$ cat src/rtl/async_fifo_pkg.sv
`default_nettype none
// ============================================================================
//  Module      : async_fifo_pkg
//  Description : Shared pointer helpers for the dual-clock Gray-pointer FIFO.
//                Used by the read-side empty/level block and by the write-side
//                full/level block.
//  Revision    : 1.0 - initial release
// ============================================================================
package async_fifo_pkg;

    // Widest pointer the helpers handle. Callers zero-extend into this
    // container and truncate the result back to their own width.
    localparam int MAX_PTR_W = 32;

    // Pointer width for a given RAM address width. The extra MSB tells the
    // full case apart from the empty case.
    function automatic int ptr_w(input int addrsize);
        return addrsize + 1;
    endfunction

    // Binary to Gray. Zero-extension commutes with this conversion, so one
    // 32-bit implementation serves every pointer width.
    function automatic logic [MAX_PTR_W-1:0] bin2gray(input logic [MAX_PTR_W-1:0] ptr);
        return ptr ^ (ptr >> 1);
    endfunction

    // Gray to binary (XOR prefix from the MSB down). Also width-agnostic
    // under zero-extension.
    function automatic logic [MAX_PTR_W-1:0] gray2bin(input logic [MAX_PTR_W-1:0] ptr);
        logic [MAX_PTR_W-1:0] bin;
        bin[MAX_PTR_W-1] = ptr[MAX_PTR_W-1];
        for (int i = MAX_PTR_W - 2; i >= 0; i--) begin
            bin[i] = bin[i+1] ^ ptr[i];
        end
        return bin;
    endfunction

endpackage
`default_nettype wire

$ cat src/rtl/gray2bin_conv.sv
`default_nettype none
// ============================================================================
//  Module      : gray2bin_conv
//  Description : Combinational Gray-to-binary converter (XOR prefix).
//                Converts a synchronised Gray pointer into binary for level
//                arithmetic.
//  Revision    : 1.0 - initial release
// ============================================================================
module gray2bin_conv #(
    parameter int W = 5
) (
    input  logic [W-1:0] gray,
    output logic [W-1:0] bin
);

    // Each binary bit is the XOR of all Gray bits at or above it.
    for (genvar i = 0; i < W; i++) begin : g_bit
        assign bin[i] = ^gray[W-1:i];
    end

endmodule
`default_nettype wire

$ cat src/rtl/rptr_empty_level.sv
`default_nettype none
// ============================================================================
//  Module      : rptr_empty_level
//  Description : Read-domain pointer and flag controller for the dual-clock
//                Gray-pointer asynchronous FIFO. Produces the RAM read
//                address, the Gray read pointer for the write side, and the
//                empty / almost-empty / occupancy outputs. Reads on an empty
//                FIFO are ignored.
//  Config      : define RPTR_UNDERFLOW_EN to add the sticky underflow flag
//                rerr and its clear input rerr_clr.
//  Revision    : 1.0 - initial release
// ============================================================================
module rptr_empty_level
    import async_fifo_pkg::*;
#(
    parameter int ADDRSIZE = 4
) (
    input  logic                rclk,
    input  logic                rrst_n,
    input  logic                rinc,
    input  logic [ADDRSIZE:0]   wptr_q2,
    input  logic [ADDRSIZE:0]   rae_thresh,
    output logic [ADDRSIZE-1:0] read_addr,
    output logic [ADDRSIZE:0]   read_ptr,
    output logic                rempty,
    output logic                ralmost_empty,
    output logic [ADDRSIZE:0]   rlevel
`ifdef RPTR_UNDERFLOW_EN
    ,
    output logic                rerr,
    input  logic                rerr_clr
`endif
);

    localparam int PTR_W = ADDRSIZE + 1;

    // Occupancy of a completely full FIFO, at pointer width.
    localparam logic [PTR_W-1:0] DEPTH = {1'b1, {ADDRSIZE{1'b0}}};

    logic [PTR_W-1:0] rbin;
    logic [PTR_W-1:0] rbinnext;
    logic [PTR_W-1:0] rgraynext;
    logic [PTR_W-1:0] wbin_q2;
    logic [PTR_W-1:0] lvl_raw;
    logic [PTR_W-1:0] lvl_next;
    logic             rd_ok;

    // Write pointer back to binary so the level is a plain subtraction.
    gray2bin_conv #(
        .W (PTR_W)
    ) u_wptr_conv (
        .gray (wptr_q2),
        .bin  (wbin_q2)
    );

    // A read only advances the pointer when something is there to read.
    assign rd_ok     = rinc & ~rempty;
    assign rbinnext  = rbin + {{ADDRSIZE{1'b0}}, rd_ok};
    assign rgraynext = PTR_W'(bin2gray(MAX_PTR_W'(rbinnext)));
    assign lvl_raw   = wbin_q2 - rbinnext;

    // A corrupt synchronised pointer can produce a distance above DEPTH;
    // saturate so downstream logic never sees an impossible occupancy.
    always_comb begin
        lvl_next = lvl_raw;
        if (lvl_raw > DEPTH) begin
            lvl_next = DEPTH;
        end
    end

    assign read_addr = rbin[ADDRSIZE-1:0];

    // Pointer and flag registers, all derived from next-state values so the
    // flags line up with the pointer they describe.
    always_ff @(posedge rclk or negedge rrst_n) begin
        if (!rrst_n) begin
            rbin          <= '0;
            read_ptr      <= '0;
            rempty        <= 1'b1;
            ralmost_empty <= 1'b1;
            rlevel        <= '0;
        end else begin
            rbin          <= rbinnext;
            read_ptr      <= rgraynext;
            rempty        <= (rgraynext == wptr_q2);
            ralmost_empty <= (lvl_next <= rae_thresh);
            rlevel        <= lvl_next;
        end
    end

`ifdef RPTR_UNDERFLOW_EN
    logic underflow;
    assign underflow = rinc & rempty;

    // Sticky underflow flag; a new underflow takes priority over a clear.
    always_ff @(posedge rclk or negedge rrst_n) begin
        if (!rrst_n) begin
            rerr <= 1'b0;
        end else if (underflow) begin
            rerr <= 1'b1;
        end else if (rerr_clr) begin
            rerr <= 1'b0;
        end
    end
`endif

endmodule
`default_nettype wire

$ cat config.mk
export PLATFORM = sky130hd
export DESIGN_NAME = rptr_empty_level
export DESIGN_NICKNAME = d
export VERILOG_FILES = /design/src/rtl/async_fifo_pkg.sv /design/src/rtl/gray2bin_conv.sv /design/src/rtl/rptr_empty_level.sv
export SDC_FILE = /design/constraint.sdc
export NUM_CORES = 1
export LEC_CHECK = 0
export CELL_PAD_IN_SITES_DETAIL_PLACEMENT = 1
export CELL_PAD_IN_SITES_GLOBAL_PLACEMENT = 2
export CORE_UTILIZATION = 30
export DETAILED_ROUTE_END_ITERATION = 8
export PLACE_DENSITY = 0.84
export SLEW_MARGIN = 15
export SYNTH_ARGS = -nofsm -noshare
export SYNTH_HDL_FRONTEND = slang
export SYNTH_HIERARCHICAL = 1
export SYNTH_SLANG_ARGS = --single-unit
$ cat constraint.sdc
create_clock -name rclk -period 5 [get_ports rclk]
set_input_delay 0.5 -clock rclk [delete_from_list [all_inputs] [get_ports rclk]]
set_output_delay 0.5 -clock rclk [all_outputs]
set_load 0.1 [all_outputs]
==> results of run 1 <==
-- worst max-delay path by stage --
stage	endpoint	start
finish	ralmost_empty	wptr_q2[4]
global route	ralmost_empty	wptr_q2[4]
CTS	ralmost_empty	wptr_q2[4]
detailed placement	ralmost_empty	wptr_q2[4]
global placement	ralmost_empty	wptr_q2[4]
floorplan	ralmost_empty	rbin[0]
-- per-stage QoR --
step	instances	setup slack, ns
2_1_floorplan	95	1.192
3_3_place_gp	168	0.7913
3_5_place_dp	168	0.7016
4_1_cts	172	0.9867
5_1_grt	172	0.8512
6_report	172	1.022
-- kinds of logic after synthesis --
kind of cell / synth area share [%]
adder cells (fa/ha/maj): 15.29
AND/OR/NAND/NOR: 8.161
buffers and inverters: 4.828
XOR/XNOR: 27.47
multiplexers: 1.034
flip-flops: 37.01
AO/OA/AOI/OAI: 6.206
-- flip-flops by register name, summed over array words and instances, names as in the netlist --
name and count:
ralmost_empty 1, rbin 5, read_ptr 4, rempty 1
rlevel 5
-- metal layers --
layer  routed length [µm]  global-route usage (%)  part of all wire [%]
met4                   47                   6.395                   2.1
met1                  992                   16.19                    45
met5                    0                       0                     0
met2                 1107                   20.74                    50
met3                   57                   1.838                   2.6
-- layout make-up --
class / instances / area [µm²] / share of cell area (%)
inverters: 12 / 45.04 / 3.095
flip-flops and latches: 16 / 402.9 / 27.69
clock buffers: 4 / 36.28 / 2.494
repair buffers: 28 / 280.3 / 19.26
well taps: 46 / 57.56 / 3.955
multi-input cells: 66 / 633.1 / 43.51
-- placed cells by master (no fill, tap or decap), types with 2 or more instances in the layout --
master / n
clkdlybuf4s50_1: 28
dfrtp_1: 14
inv_1: 12
xnor2_1: 12
ha_1: 10
xor2_1: 7
nor2_1: 6
nand3_1: 3
a21oi_1: 3
nor2b_1: 3
nand2_1: 3
o21a_1: 3
clkbuf_4: 3
xnor3_1: 2
dfstp_2: 2
==> qor.yml, run 1 <==
path_class: "in -> reg"
place.gp.congestion: 0.7785
firstDrtPassIters: 4
final_cell_area_um2: 1455
hold_depth: 1
ctsHtreeMaxLevel: 1
die_x_um: 62.24
period_share_pct: 79.56
core.rowCount: 21
yosysWarnings: 6
min-delay-start: "rbin[4]"
synth_nets: 119
clock_sinks: 16
viasPerCell: 4.424
seq_area_frac_synth_pct: 37.01
reg2reg_depth: 14
drc: 0
synth_area_leaders: "dfrtp_1 32%, ha_1 11%, xnor2_1 9.7%, xor2_1 5.6%, dfstp_2 4.8%"
grt.total_usage_pct: 12.66
cts_setup_buffers: 0
num_vias: 761
r2r_start: "rempty"
area_growth_pct: 33.68
syn_inst: 95
period_minus_slack_ns: 3.978
cts_made_buffers: 3
synthTopCellsByCount: "14 x dfrtp_1, 12 x inv_1, 12 x xnor2_1"
drt_iter0_drc: 14
core_um2: 3416
crit_arrival_ns: 4.18
nNetsFinal: 151
antenna_cells: 0
hold_buffers: 0
fin_tns_setup_ns: 0
syn_area_um2: 1089
rsz0062_at_grt: "no"
dp_hpwl_um: 1864
post_cts_resized: 0
synth_seq_cells: 16
crit_cells: 16
max_stage_delay_ns: 0.60
r2r_end: "ralmost_empty"
yosysMostFrequentCell: "dfrtp_1"
fillCellCount: 388
start_util_pct: 31.87
antenna_found_initial: 0
worstPathRequired_ns: 5.21
slew_headroom_pct: 34.89
timing.hold.ws_ns: 0.5409
critPathBufInv: 2
ios: 29
hold_path.class: "reg -> reg"
path_cells: "clkdlybuf4s50_1, xor2_2, xnor3_1, inv_1, ha_1, fa_1, maj3_2, o21bai_4, xnor2_4, nor2_1, ha_1, nor2b_1, o21a_1, o21a_1, o21a_1, o21ai_0"
holdPathEnd: "read_ptr[3]"
portBuffers: 28
worstSkewPairLatency_ns: 0.28
maxCapViolCount: 0
crit_fanout: 6
synth_top_area_share_pct: 32.18
worstMarginPinSlew_ns: 0.9737
r2r_slack_ns: 1.34
synth.distinct_cells: 28
yosysTopAreaCell: "dfrtp_1"
slowest_stage: "clkdlybuf4s50_1"
grt-ovfl-total: 0
skew_ns: 0.004910
cts.root.buffer_cell: "clkbuf_4"
clockBufferDepth: 2
die-area_um2: 3873
crit_family: "adder cells"
status: "completed"
routed_wirelength_um: 2205
synth_area_per_cell_um2: 11.46
final_hold_viol_count: 0
grt_pass1_wl_um: 3808
startpoint_type: "input pin"
fmax_mhz: 251.4
setup_viol: 0
clk_pin_slew_ns: 0.10
cpMostUsedCell: "o21a_1"
synth_ff_type: "dfrtp_1"
cts_tree: "built"
async_flop_share_pct: 100.0
synth_edf_count: 0
final_util_pct: 42.60
grt_max_degree: 17
finalMaxSlewViolations: 0
wl_per_cell_um: 12.82
drive_above_1_share_pct: 10.32
post_dp_cell_area_um2: 1419
grt_pass1_vias: 844
die_h_um: 62.24
crit_path_end_kind: "register"
ant_nets: 0
Power of run 1 is not shown: default switching activity piles up to over one toggle a cycle in this logic, so the estimate is an artifact.
==> run 2: changes to the inputs <==
==> constraint.sdc (replaced) <==
create_clock -name rclk -period 4.1 [get_ports rclk]
set_input_delay 0.41 -clock rclk [delete_from_list [all_inputs] [get_ports rclk]]
set_output_delay 0.41 -clock rclk [all_outputs]
set_load 0.1 [all_outputs]
==> run 2 against run 1 <==
  * Setup slack got worse by 0.75 ns
  * Register-to-register slack got worse by 0.88 ns
  * Critical path type unchanged
  * First-iteration DRC count increased by 7.1%
  * Critical path depth unchanged
==> qor.yml, run 2 (synthesized netlist as in run 1, its figures left out) <==
status: "completed"
cts_made_buffers: 3  # unchanged
skew_ns: 0.003719  # -0.001191 ns
area_growth_pct: 36.44
grt-ovfl-total: 0  # unchanged
path_class: "in -> reg"
routed_wirelength_um: 2326  # +5.5%
timing.hold.ws_ns: 0.5336  # -0.007350 ns
crit_family: "adder cells"
setup_viol: 0  # unchanged
crit_fanout: 6  # unchanged
dp_hpwl_um: 2001  # +7.3%
slowest_stage: "clkdlybuf4s50_1"
worstSkewPairLatency_ns: 0.29  # about the same
antenna_found_initial: 0  # unchanged
grt.total_usage_pct: 13.93  # +1.3 points
grt_pass1_wl_um: 4091  # +7.4%
final_util_pct: 43.48  # +0.88 points
ios: 29  # unchanged
fmax_mhz: 261.5
firstDrtPassIters: 6  # +2
hold_buffers: 0  # unchanged
drc: 0  # unchanged
grt_max_degree: 17  # unchanged
num_vias: 762  # +0.13%
cts_setup_buffers: 0  # unchanged
clockBufferDepth: 2  # unchanged
portBuffers: 28  # unchanged
mostFrequentLayoutCells: "28 x clkdlybuf4s50_1, 14 x dfrtp_1, 12 x inv_1, 12 x xnor2_1, 10 x ha_1"
layout_commonest_cell: "clkdlybuf4s50_1"
path_cells: "clkdlybuf4s50_1, xnor2_1, xnor3_1, inv_1, ha_1, fa_1, maj3_2, o21bai_4, xnor2_4, nor2_1, ha_1, nor2b_1, o21a_1, o21a_1, o21a_1, o21ai_0"
worstMarginPinSlew_ns: 0.9929  # +0.01925 ns
startpoint_type: "input pin"
period_share_pct: 93.28
core_um2: 3416  # unchanged
post_cts_resized: 0  # unchanged
final_hold_viol_count: 0  # unchanged
drive_above_1_share_pct: 13.08  # +2.8 points
clk_pin_slew_ns: 0.09  # about the same
crit_start: "wptr_q2[2]"
antenna_cells: 0  # unchanged
hold_path.class: "in -> async"
critPathBufInv: 2  # unchanged
max_stage_delay_ns: 0.50  # -0.10 ns
clock_sinks: 16  # unchanged
worstPathRequired_ns: 4.30  # -0.91 ns
slew_headroom_pct: 33.60  # -1.3 points
cts.root.buffer_cell: "clkbuf_4"
nNetsFinal: 155  # +2.6%
ant_nets: 0  # unchanged
die-area_um2: 3873  # unchanged
crit_path_end_kind: "register"
core.rowCount: 21  # unchanged
crit_arrival_ns: 4.03  # -0.15 ns
dp_slack_ns: -0.02552  # -0.7271 ns
drt_iter0_drc: 15  # +1
rsz0062_at_grt: "no"
place.gp.congestion: 0.7317  # -6.0%
start_util_pct: 31.87  # unchanged
maxCapViolCount: 0  # unchanged
die_x_um: 62.24  # unchanged
finalWorstSetupSlack_ns: 0.2757  # -0.7464 ns
wl_per_cell_um: 13.22  # +3.1%
viasPerCell: 4.330  # -2.1%
top_regs: "rbin x5, rlevel x5, read_ptr x4"
cts_tree: "built"
finalMaxSlewViolations: 0  # unchanged
grt_pass1_vias: 852  # +0.95%
cpMostUsedCell: "o21a_1"
period_minus_slack_ns: 3.824
r2r_start: "rempty"
die_h_um: 62.24  # unchanged
ctsHtreeMaxLevel: 1  # unchanged
## run 2: path summary, 6_finish.rpt
kind | to | slack [ns] | cells after the start
max | ralmost_empty | 0.28 | 16
max reg2reg | ralmost_empty | 0.46 | 14
min | read_ptr[2] | 0.53 | 1
min reg2reg | read_ptr[3] | 0.55 | 1
min in group rclk | read_ptr[3] | 0.55 | 1
max in group asynchronous | rbin[3] | 3.13 | 1
## run 2: layout make-up
class	instances	area [µm²]
flip-flops and latches	16	402.9
repair buffers	32	310.3
multi-input cells	66	633.1
well taps	46	57.56
clock buffers	4	36.28
inverters	12	45.04
fillers	387	1931
## run 2: through the flow
stage,instances,setup TNS (ns),instance area [µm²]
after CTS,176,0,1485
final,176,0,1485
after detailed placement,172,-0.02552,1449
after global routing,176,0,1485
after global placement,172,0,1449
after floorplan,95,0,1089
## run 2: worst register-to-register path: cells and delay by family (launching register included)
family	cells	cell delay, ns
fa+ha+maj	5	1.66
flops	1	0.54
simple gates	3	0.29
compound gates	5	0.89
xor+xnor	1	0.18
## run 2: per-layer routing
layer / routed length, µm / track usage, % / vias up
met4: 49 / 7.849 / 0
met5: 0 / 0 / -
li1: - / - / 374
met3: 48 / 1.103 / 4
met2: 1216 / 24.18 / 16
met1: 1011 / 16.94 / 368
Power of run 2 is left out for the same reason.
